**src/rtl/mem_arbiter.sv**
```systemverilog
// Round-robin arbiter sharing one req/ack memory port between the instruction
// refill path and the data-cache refill / single-word write-through path.
module mem_arbiter #(
    parameter int DATA_WIDTH = 32,
    parameter int ADDR_WIDTH = 32,
    parameter int BEATS      = 4
) (
    input  logic                  clk,
    input  logic                  rst,
    input  logic                  i_req,
    input  logic [ADDR_WIDTH-1:0] i_addr,
    output logic                  i_rvalid,
    output logic [DATA_WIDTH-1:0] i_rdata,
    output logic                  i_done,
    input  logic                  d_req,
    input  logic                  d_we,
    input  logic [ADDR_WIDTH-1:0] d_addr,
    input  logic [DATA_WIDTH-1:0] d_wdata,
    output logic                  d_rvalid,
    output logic [DATA_WIDTH-1:0] d_rdata,
    output logic                  d_done,
    output logic                  mem_req,
    output logic                  mem_we,
    output logic [ADDR_WIDTH-1:0] mem_addr,
    output logic [DATA_WIDTH-1:0] mem_wdata,
    input  logic                  mem_ack,
    input  logic [DATA_WIDTH-1:0] mem_rdata,
    output logic                  busy
);

    localparam int BW   = (BEATS > 1) ? $clog2(BEATS) : 1;
    localparam int OFFW = $clog2(BEATS) + 2;
    localparam logic [BW-1:0] LAST_BEAT = BW'(BEATS - 1);

    typedef enum logic [1:0] {
        IDLE       = 2'd0,
        SERVE_I    = 2'd1,
        SERVE_D_RD = 2'd2,
        SERVE_D_WR = 2'd3
    } state_t;

    typedef enum logic {
        GRANT_I = 1'b0,
        GRANT_D = 1'b1
    } side_t;

    state_t                r_state;
    side_t                 r_last_grant;
    logic [BW-1:0]         r_beat;
    logic [ADDR_WIDTH-1:0] r_addr;
    logic [DATA_WIDTH-1:0] r_wdata;
    logic                  r_i_rvalid;
    logic                  r_i_done;
    logic [DATA_WIDTH-1:0] r_i_rdata;
    logic                  r_d_rvalid;
    logic                  r_d_done;
    logic [DATA_WIDTH-1:0] r_d_rdata;

    logic                  w_i_req;
    logic                  w_d_req;
    logic                  w_last_beat;
    logic [ADDR_WIDTH-1:0] w_base;
    logic [ADDR_WIDTH-1:0] w_read_addr;
    logic [ADDR_WIDTH-1:0] w_write_addr;
    logic                  w_unused_addr;

    // A side still showing its done pulse may not have dropped req yet; never re-grant it there.
    always_comb begin
        w_i_req     = i_req & ~r_i_done;
        w_d_req     = d_req & ~r_d_done;
        w_last_beat = (r_beat == LAST_BEAT);
    end

    // Beat address generation from the address latched at grant.
    always_comb begin
        w_base        = {r_addr[ADDR_WIDTH-1:OFFW], {OFFW{1'b0}}};
        w_read_addr   = w_base + ADDR_WIDTH'({r_beat, 2'b00});
        w_write_addr  = {r_addr[ADDR_WIDTH-1:2], 2'b00};
        w_unused_addr = ^r_addr[1:0];
    end

    // Memory-side handshake decoded from state and latched transaction fields.
    always_comb begin
        mem_req   = 1'b0;
        mem_we    = 1'b0;
        mem_addr  = {ADDR_WIDTH{1'b0}};
        mem_wdata = {DATA_WIDTH{1'b0}};
        case (r_state)
            SERVE_I, SERVE_D_RD: begin
                mem_req  = 1'b1;
                mem_addr = w_read_addr;
            end
            SERVE_D_WR: begin
                mem_req   = 1'b1;
                mem_we    = 1'b1;
                mem_addr  = w_write_addr;
                mem_wdata = r_wdata;
            end
            default: begin
                mem_req = 1'b0;
            end
        endcase
        busy = (r_state != IDLE);
    end

    // Arbitration and burst sequencing FSM with registered requester outputs.
    always_ff @(posedge clk) begin
        if (rst) begin
            r_state      <= IDLE;
            r_last_grant <= GRANT_D;
            r_beat       <= {BW{1'b0}};
            r_addr       <= {ADDR_WIDTH{1'b0}};
            r_wdata      <= {DATA_WIDTH{1'b0}};
            r_i_rvalid   <= 1'b0;
            r_i_done     <= 1'b0;
            r_i_rdata    <= {DATA_WIDTH{1'b0}};
            r_d_rvalid   <= 1'b0;
            r_d_done     <= 1'b0;
            r_d_rdata    <= {DATA_WIDTH{1'b0}};
        end else begin
            r_i_rvalid <= 1'b0;
            r_i_done   <= 1'b0;
            r_i_rdata  <= {DATA_WIDTH{1'b0}};
            r_d_rvalid <= 1'b0;
            r_d_done   <= 1'b0;
            r_d_rdata  <= {DATA_WIDTH{1'b0}};
            case (r_state)
                IDLE: begin
                    r_beat <= {BW{1'b0}};
                    // On contention the side that did not win the previous tie goes first.
                    if (w_i_req && (!w_d_req || (r_last_grant == GRANT_D))) begin
                        r_state <= SERVE_I;
                        r_addr  <= i_addr;
                        if (w_d_req) begin
                            r_last_grant <= GRANT_I;
                        end
                    end else if (w_d_req) begin
                        r_state <= d_we ? SERVE_D_WR : SERVE_D_RD;
                        r_addr  <= d_addr;
                        r_wdata <= d_wdata;
                        if (w_i_req) begin
                            r_last_grant <= GRANT_D;
                        end
                    end
                end
                SERVE_I: begin
                    if (mem_ack) begin
                        r_i_rvalid <= 1'b1;
                        r_i_rdata  <= mem_rdata;
                        r_beat     <= w_last_beat ? {BW{1'b0}} : r_beat + BW'(1);
                        if (w_last_beat) begin
                            r_i_done <= 1'b1;
                            r_state  <= IDLE;
                        end
                    end
                end
                SERVE_D_RD: begin
                    if (mem_ack) begin
                        r_d_rvalid <= 1'b1;
                        r_d_rdata  <= mem_rdata;
                        r_beat     <= w_last_beat ? {BW{1'b0}} : r_beat + BW'(1);
                        if (w_last_beat) begin
                            r_d_done <= 1'b1;
                            r_state  <= IDLE;
                        end
                    end
                end
                SERVE_D_WR: begin
                    if (mem_ack) begin
                        r_d_done <= 1'b1;
                        r_state  <= IDLE;
                    end
                end
                default: begin
                    r_state <= IDLE;
                end
            endcase
        end
    end

    assign i_rvalid = r_i_rvalid;
    assign i_rdata  = r_i_rdata;
    assign i_done   = r_i_done;
    assign d_rvalid = r_d_rvalid;
    assign d_rdata  = r_d_rdata;
    assign d_done   = r_d_done;

endmodule

```
**config.mk**
```make
export PLATFORM = sky130hd
export DESIGN_NAME = mem_arbiter
export DESIGN_NICKNAME = d
export VERILOG_FILES = /design/src/rtl/mem_arbiter.sv
export SDC_FILE = /design/constraint.sdc
export NUM_CORES = 1
export LEC_CHECK = 0
export CAP_MARGIN = 20
export CORE_ASPECT_RATIO = 0.8
export CORE_MARGIN = 3
export CORE_UTILIZATION = 44
export DETAILED_ROUTE_END_ITERATION = 12
export HOLD_SLACK_MARGIN = 0.03
export PLACE_DENSITY = 0.85
export SETUP_SLACK_MARGIN = 0.05
export SYNTH_ARGS = -nofsm -noshare
export SYNTH_HDL_FRONTEND = slang
export SYNTH_SLANG_ARGS = --single-unit
```
**constraint.sdc**
```tcl
create_clock -name clk -period 7.3 [get_ports clk]
set_clock_uncertainty 0.2 [all_clocks]
set_input_delay 1.825 -clock clk [delete_from_list [all_inputs] [get_ports clk]]
set_output_delay 1.825 -clock clk [all_outputs]
set_load 0.03 [all_outputs]
```
Word-level counts from Yosys, hierarchy flattened
Index checks and enable logic that the tools add are counted.
{"block": "word_totals", "ff_bits": 137}
{"block": "classes", "add_sub_neg": 2, "eq_ne": 8, "muxes": 25, "bitwise_logic": 7, "reduce_logical": 17}
{"cell": "$mux W32", "n": 4}
{"cell": "$pmux W32 S2", "n": 1}
{"cell": "$add A32 B4 Y32", "n": 1}
{"cell": "$mux W2", "n": 7}
{"cell": "$mux W1", "n": 10}
{"cell": "$reduce_bool A2 Y1", "n": 4}
{"cell": "$eq A2 B2 Y1 const B", "n": 3}
{"cell": "$pmux W2 S3", "n": 1}
{"cell": "$reduce_and A3 Y1", "n": 2}
{"cell": "$reduce_or A2 Y1", "n": 3}
{"cell": "$not A1 Y1", "n": 5}
{"cell": "$ne A2 B1 Y1 const B", "n": 2}
{"cell": "$pmux W2 S2", "n": 1}
{"cell": "$reduce_and A2 Y1", "n": 2}
{"cell": "$reduce_and A4 Y1", "n": 1}
{"cell": "$ne A3 B3 Y1 const B", "n": 1}
{"cell": "$reduce_or A3 Y1", "n": 1}
{"cell": "$add A2 B1 Y2 const B", "n": 1}
{"cell": "$and A1 B1 Y1", "n": 2}
{"cell": "$eq A2 B1 Y1 const B", "n": 1}
{"cell": "$logic_not A2 Y1", "n": 1}
{"cell": "$ne A2 B2 Y1 const B", "n": 1}
{"cell": "$pmux W1 S2", "n": 1}
{"cell": "$logic_and A1 B1 Y1", "n": 1}
{"cell": "2 further kinds", "n": 2}

Logic depth before layout (Yosys ltp)
{"block": "logic_depth", "word_depth": 7, "depth_mapped": 8, "mapped_depth_nobuf": 5}

Worst setup path before layout
OpenSTA, ideal clock, no wires.
{"block": "synth_path", "kind": "register to output", "startpoint": "reg r_state[0]", "endpoint": "out mem_addr[10]", "t_arrival_ns": 2.032, "required_time_ns": 5.275, "slack_ns": 3.243, "stages_incl_launch_ff": 6, "path_buffers": 2, "cell_sequence": "dfxtp_1 ha_1 clkbuf_1 nor2_1 clkbuf_1 nor3_1"}
{"block": "synth_between", "elab_chain_len": 3}
{"element": "from (decl)", "line": "47", "text": "state_t r_state;"}
{"element": "from (signal assigned)", "line": "138", "text": "r_state <= d_we ? SERVE_D_WR : SERVE_D_RD;"}
{"element": "$eq A2 B2 Y1 / $eq A2 B1 Y1 (equally long branches)", "line": "88", "text": "case (r_state)"}
{"element": "$reduce_or A2 Y1 (no line)"}
{"element": "$pmux W32 S2 *", "line": "88"}
{"element": "to (decl)", "line": "24", "text": "output logic [ADDR_WIDTH-1:0] mem_addr,"}
Every way passes the cells marked *; elsewhere a longest branch is shown, timed or not.

Worst setup path in the final report
{"block": "layout_path", "startpoint": "reg r_state[0]", "endpoint": "out busy"}
{"block": "layout_between", "elab_chain_len": 1}
{"element": "$reduce_bool A2 Y1", "line": "103", "text": "busy = (r_state != IDLE);"}
{"element": "to (decl)", "line": "28", "text": "output logic busy"}
Every way passes these cells.

==> impl_metrics.csv <==
group,metric,value,unit
run_status,outcome,"finished, final reports clean",
worst_hold_path,hp-start,"r_wdata[11]",
timing,finalCriticalPeriod,4.75,ns
clocking,post_cts_resized,0,
routing,antenna_left,0,
critical_path,r2r_start,"r_state[0]",
critical_path,start_kind,"flop",
cells_and_area,syn2layout_area_growth,57.2,%
placed_design,gp_congestion,0.821,
routing,viasPerCell,5.44,
cells_and_area,layout.nets,989,
timing,fin_tns_setup,0,ns
critical_path,worstSetupStartpoint,"r_state[0]",
clocking,htreeDepth,4,
synthesis,synth_cell_types,33,
worst_hold_path,worstHoldPathType,"reg -> reg",
grt,grt_use_total,25.2,%
run,maxCapViolCount,0,
power,fin_total_pwr,2.65,mW
critical_path,cp_data_required_time,5.28,ns
power,vdd_drop_max,0.202,mV
timing,worst_slack,2.55,ns
clocking,cts_tree,"done",
clocking,root_buffer,"clkbuf_16",
critical_path,critPathKind,"reg -> out",
timing,finalSetupViolCount,0,
placed_design,dp_hpwl,12.3,mm
critical_path,worstPathArrival,2.72,ns
floorplanning,io_pins,269,
routing,num_vias,5615,
synthesis,synth_seq_cells,135,
timing,worst_pin_slew,1.04,ns
routing,drc_errors,0,
critical_path,path_common_cell,"inv_1",
critical_path,critPathMaxStageDelay,0.80,ns
timing,maxSlewViolCount,0,
cells_and_area,design_area,0.00898,mm^2
floorplanning,fp.dieH,108,um
cells_and_area,diodes,0,
critical_path,critPathMaxFanout,35,
cells_and_area,drive_gt1_share,6.84,%
clocking,clkLatencyLatePin,0.41,ns
grt,grt_max_degree,73,
timing,rsz0062_at_grt,"no",
clocking,clock_sinks,135,
clocking,cts_buffers,17,
floorplanning,die_x,133,um
placed_design,pre_cts_slack,2.42,ns
floorplanning,initial_core_util,46.0,%
routing,dr.pass1.iters,5,
critical_path,path_cells,"inv_1 > ha_1 > buf_4 > inv_1 > clkdlybuf4s50_1",
synthesis,synth_cells,624,
timing,relSlewSlack,30.7,%
clocking,cts_setup_buffers,0,
routing,drtIter0Drc,395,
clocking,clkTransAtPathRegs,0.06,ns
placed_design,portBuffers,262,
cells_and_area,fillers,898,
cells_and_area,layout_commonest_cell,"clkdlybuf4s50_1",
floorplanning,core_area,0.0124,mm^2
critical_path,slowest_stage,"clkdlybuf4s50_1",
critical_path,end_kind,"primary output",
cells_and_area,mostFrequentLayoutCells,"clkdlybuf4s50_1, dfxtp_1, and2_1",
grt,grt_remaining_overflow,0,
timing,hold_viol,0,
routing,finalWirelength,18.4,mm
clocking,cts_hold_buf,0,
routing,wl_per_cell,17.8,um
grt,grt_pass1_vias,5650,
floorplanning,fp-row-count,36,
synthesis,mappedNetlistArea,0.00572,mm^2
power,p_leak,3.37,nW
synthesis,syn-mean-instance-area,9.16,um^2
grt,antenna_found_initial,0,
timing,finalCritPeriodShare,65.0,%
synthesis,ys_warn_count,0,
timing,max_freq,211,MHz
synthesis,yosysSeqAreaShare,47.3,%
placed_design,placed_cell_area,0.00832,mm^2
grt,grt_pass1_wl,28.9,mm
floorplanning,dieArea,0.0144,mm^2
power,power_density,295,mW/mm^2
clocking,cts_buffer_depth,2,
[worst max-delay path: cells and delay by family, from the launching register on]
kind | cells | cell delay [ns]
buf+inv | 4 | 1.68
flops | 1 | 0.42
fa+ha+maj | 1 | 0.20
[through the flow]
stage          hold slack [ns]  utilization [%]  instances
3_3_place_gp             0.255             66.7        995
6_report                 0.269             72.3       1033
5_1_grt                  0.293             72.3       1033
3_5_place_dp             0.264             66.9        997
2_1_floorplan            0.246                -        625
4_1_cts                  0.273             71.6       1029
[where the power goes]
group	total, mW	switching (mW)	internal [mW]	leakage, nW
combinational	0.924	0.560	0.363	1.99
sequential	0.894	0.0428	0.851	1.10
clock	0.835	0.352	0.483	0.279
total	2.65	0.956	1.70	3.37
[final timing paths]
kind	endpoint	slack, ns	depth (start not counted)
max	busy	2.55	5
min	r_wdata[11]	0.27	2
max reg2reg	r_addr[3]	3.97	7
min reg2reg	r_wdata[11]	0.27	2
[Yosys cell counts]
library cell  count  share of area [%]
a2111o_1          1               0.20
a21boi_0          1               0.13
a21o_1            2               0.26
a21oi_1          33                2.9
a221oi_1         52                8.0
a221oi_2          8                2.1
a22oi_1           2               0.26
a311oi_1          1               0.15
a31oi_1           1               0.11
a32oi_1           2               0.31
and2_1           97                 11
and3b_1          34                5.2
buf_1             1              0.066
buf_2            15                1.3
buf_4             3               0.39
buf_6             5               0.99
clkbuf_1         47                3.1
conb_1            1              0.066
dfxtp_1         135                 47
ha_1              6                1.3
inv_1            33                2.2
mux2i_1           1               0.18
nand2b_1          3               0.33
nand3_1          32                2.8
nand3b_1          2               0.26
nor2_1            6               0.39
nor2b_1           2               0.22
nor3_1           29                2.5
nor3b_1           2               0.26
o21ai_0          63                5.5
o32ai_1           2               0.31
or3b_1            1               0.15
or3b_2            1               0.15
[area by class of cell]
cell class / instances / area [um^2] / share of cell area (%)
Inverter: 33 / 124 / 1.38
Timing Repair Buffer: 276 / 2800 / 31.1
Clock inverter: 15 / 155 / 1.73
Clock buffer: 17 / 425 / 4.73
Tap cell: 171 / 214 / 2.38
Multi-Input combinational cell: 386 / 2570 / 28.6
Sequential cell: 135 / 2700 / 30.1
[cell families (layout without fill, tap and decap cells)]
| kind of cell | Yosys count | after routing | share of synthesized area (%) |
|---|---|---|---|
| compound gates | 168 | 168 | 20.2 |
| fa+ha+maj | 6 | 6 | 1.31 |
| buf+inv | 104 | 341 | 8.01 |
| flops | 135 | 135 | 47.3 |
| mux | 1 | 1 | 0.175 |
| other cells | 1 | 2 | 0.0656 |
| simple gates | 209 | 209 | 22.9 |
[flip-flops by register name, indices dropped and copies added (netlist names)]
| register | cells |
|---|---|
| d_done | 1 |
| r_last_grant | 1 |
| r_addr | 30 |
| d_rvalid | 1 |
| d_rdata | 32 |
| r_state | 2 |
| i_rvalid | 1 |
| r_wdata | 32 |
| i_done | 1 |
| i_rdata | 32 |
| r_beat | 2 |
[metal layers]
layer / vias to the layer above / global-route usage (%) / part of all wire (%)
met2: 294 / 42.8 / 49
met1: 2632 / 29.8 / 40
met4: 0 / 10.3 / 2.3
li1: 2652 / - / -
met5: - / 0 / 0
met3: 37 / 8.05 / 8.8
(Power assumes the default switching activity.)
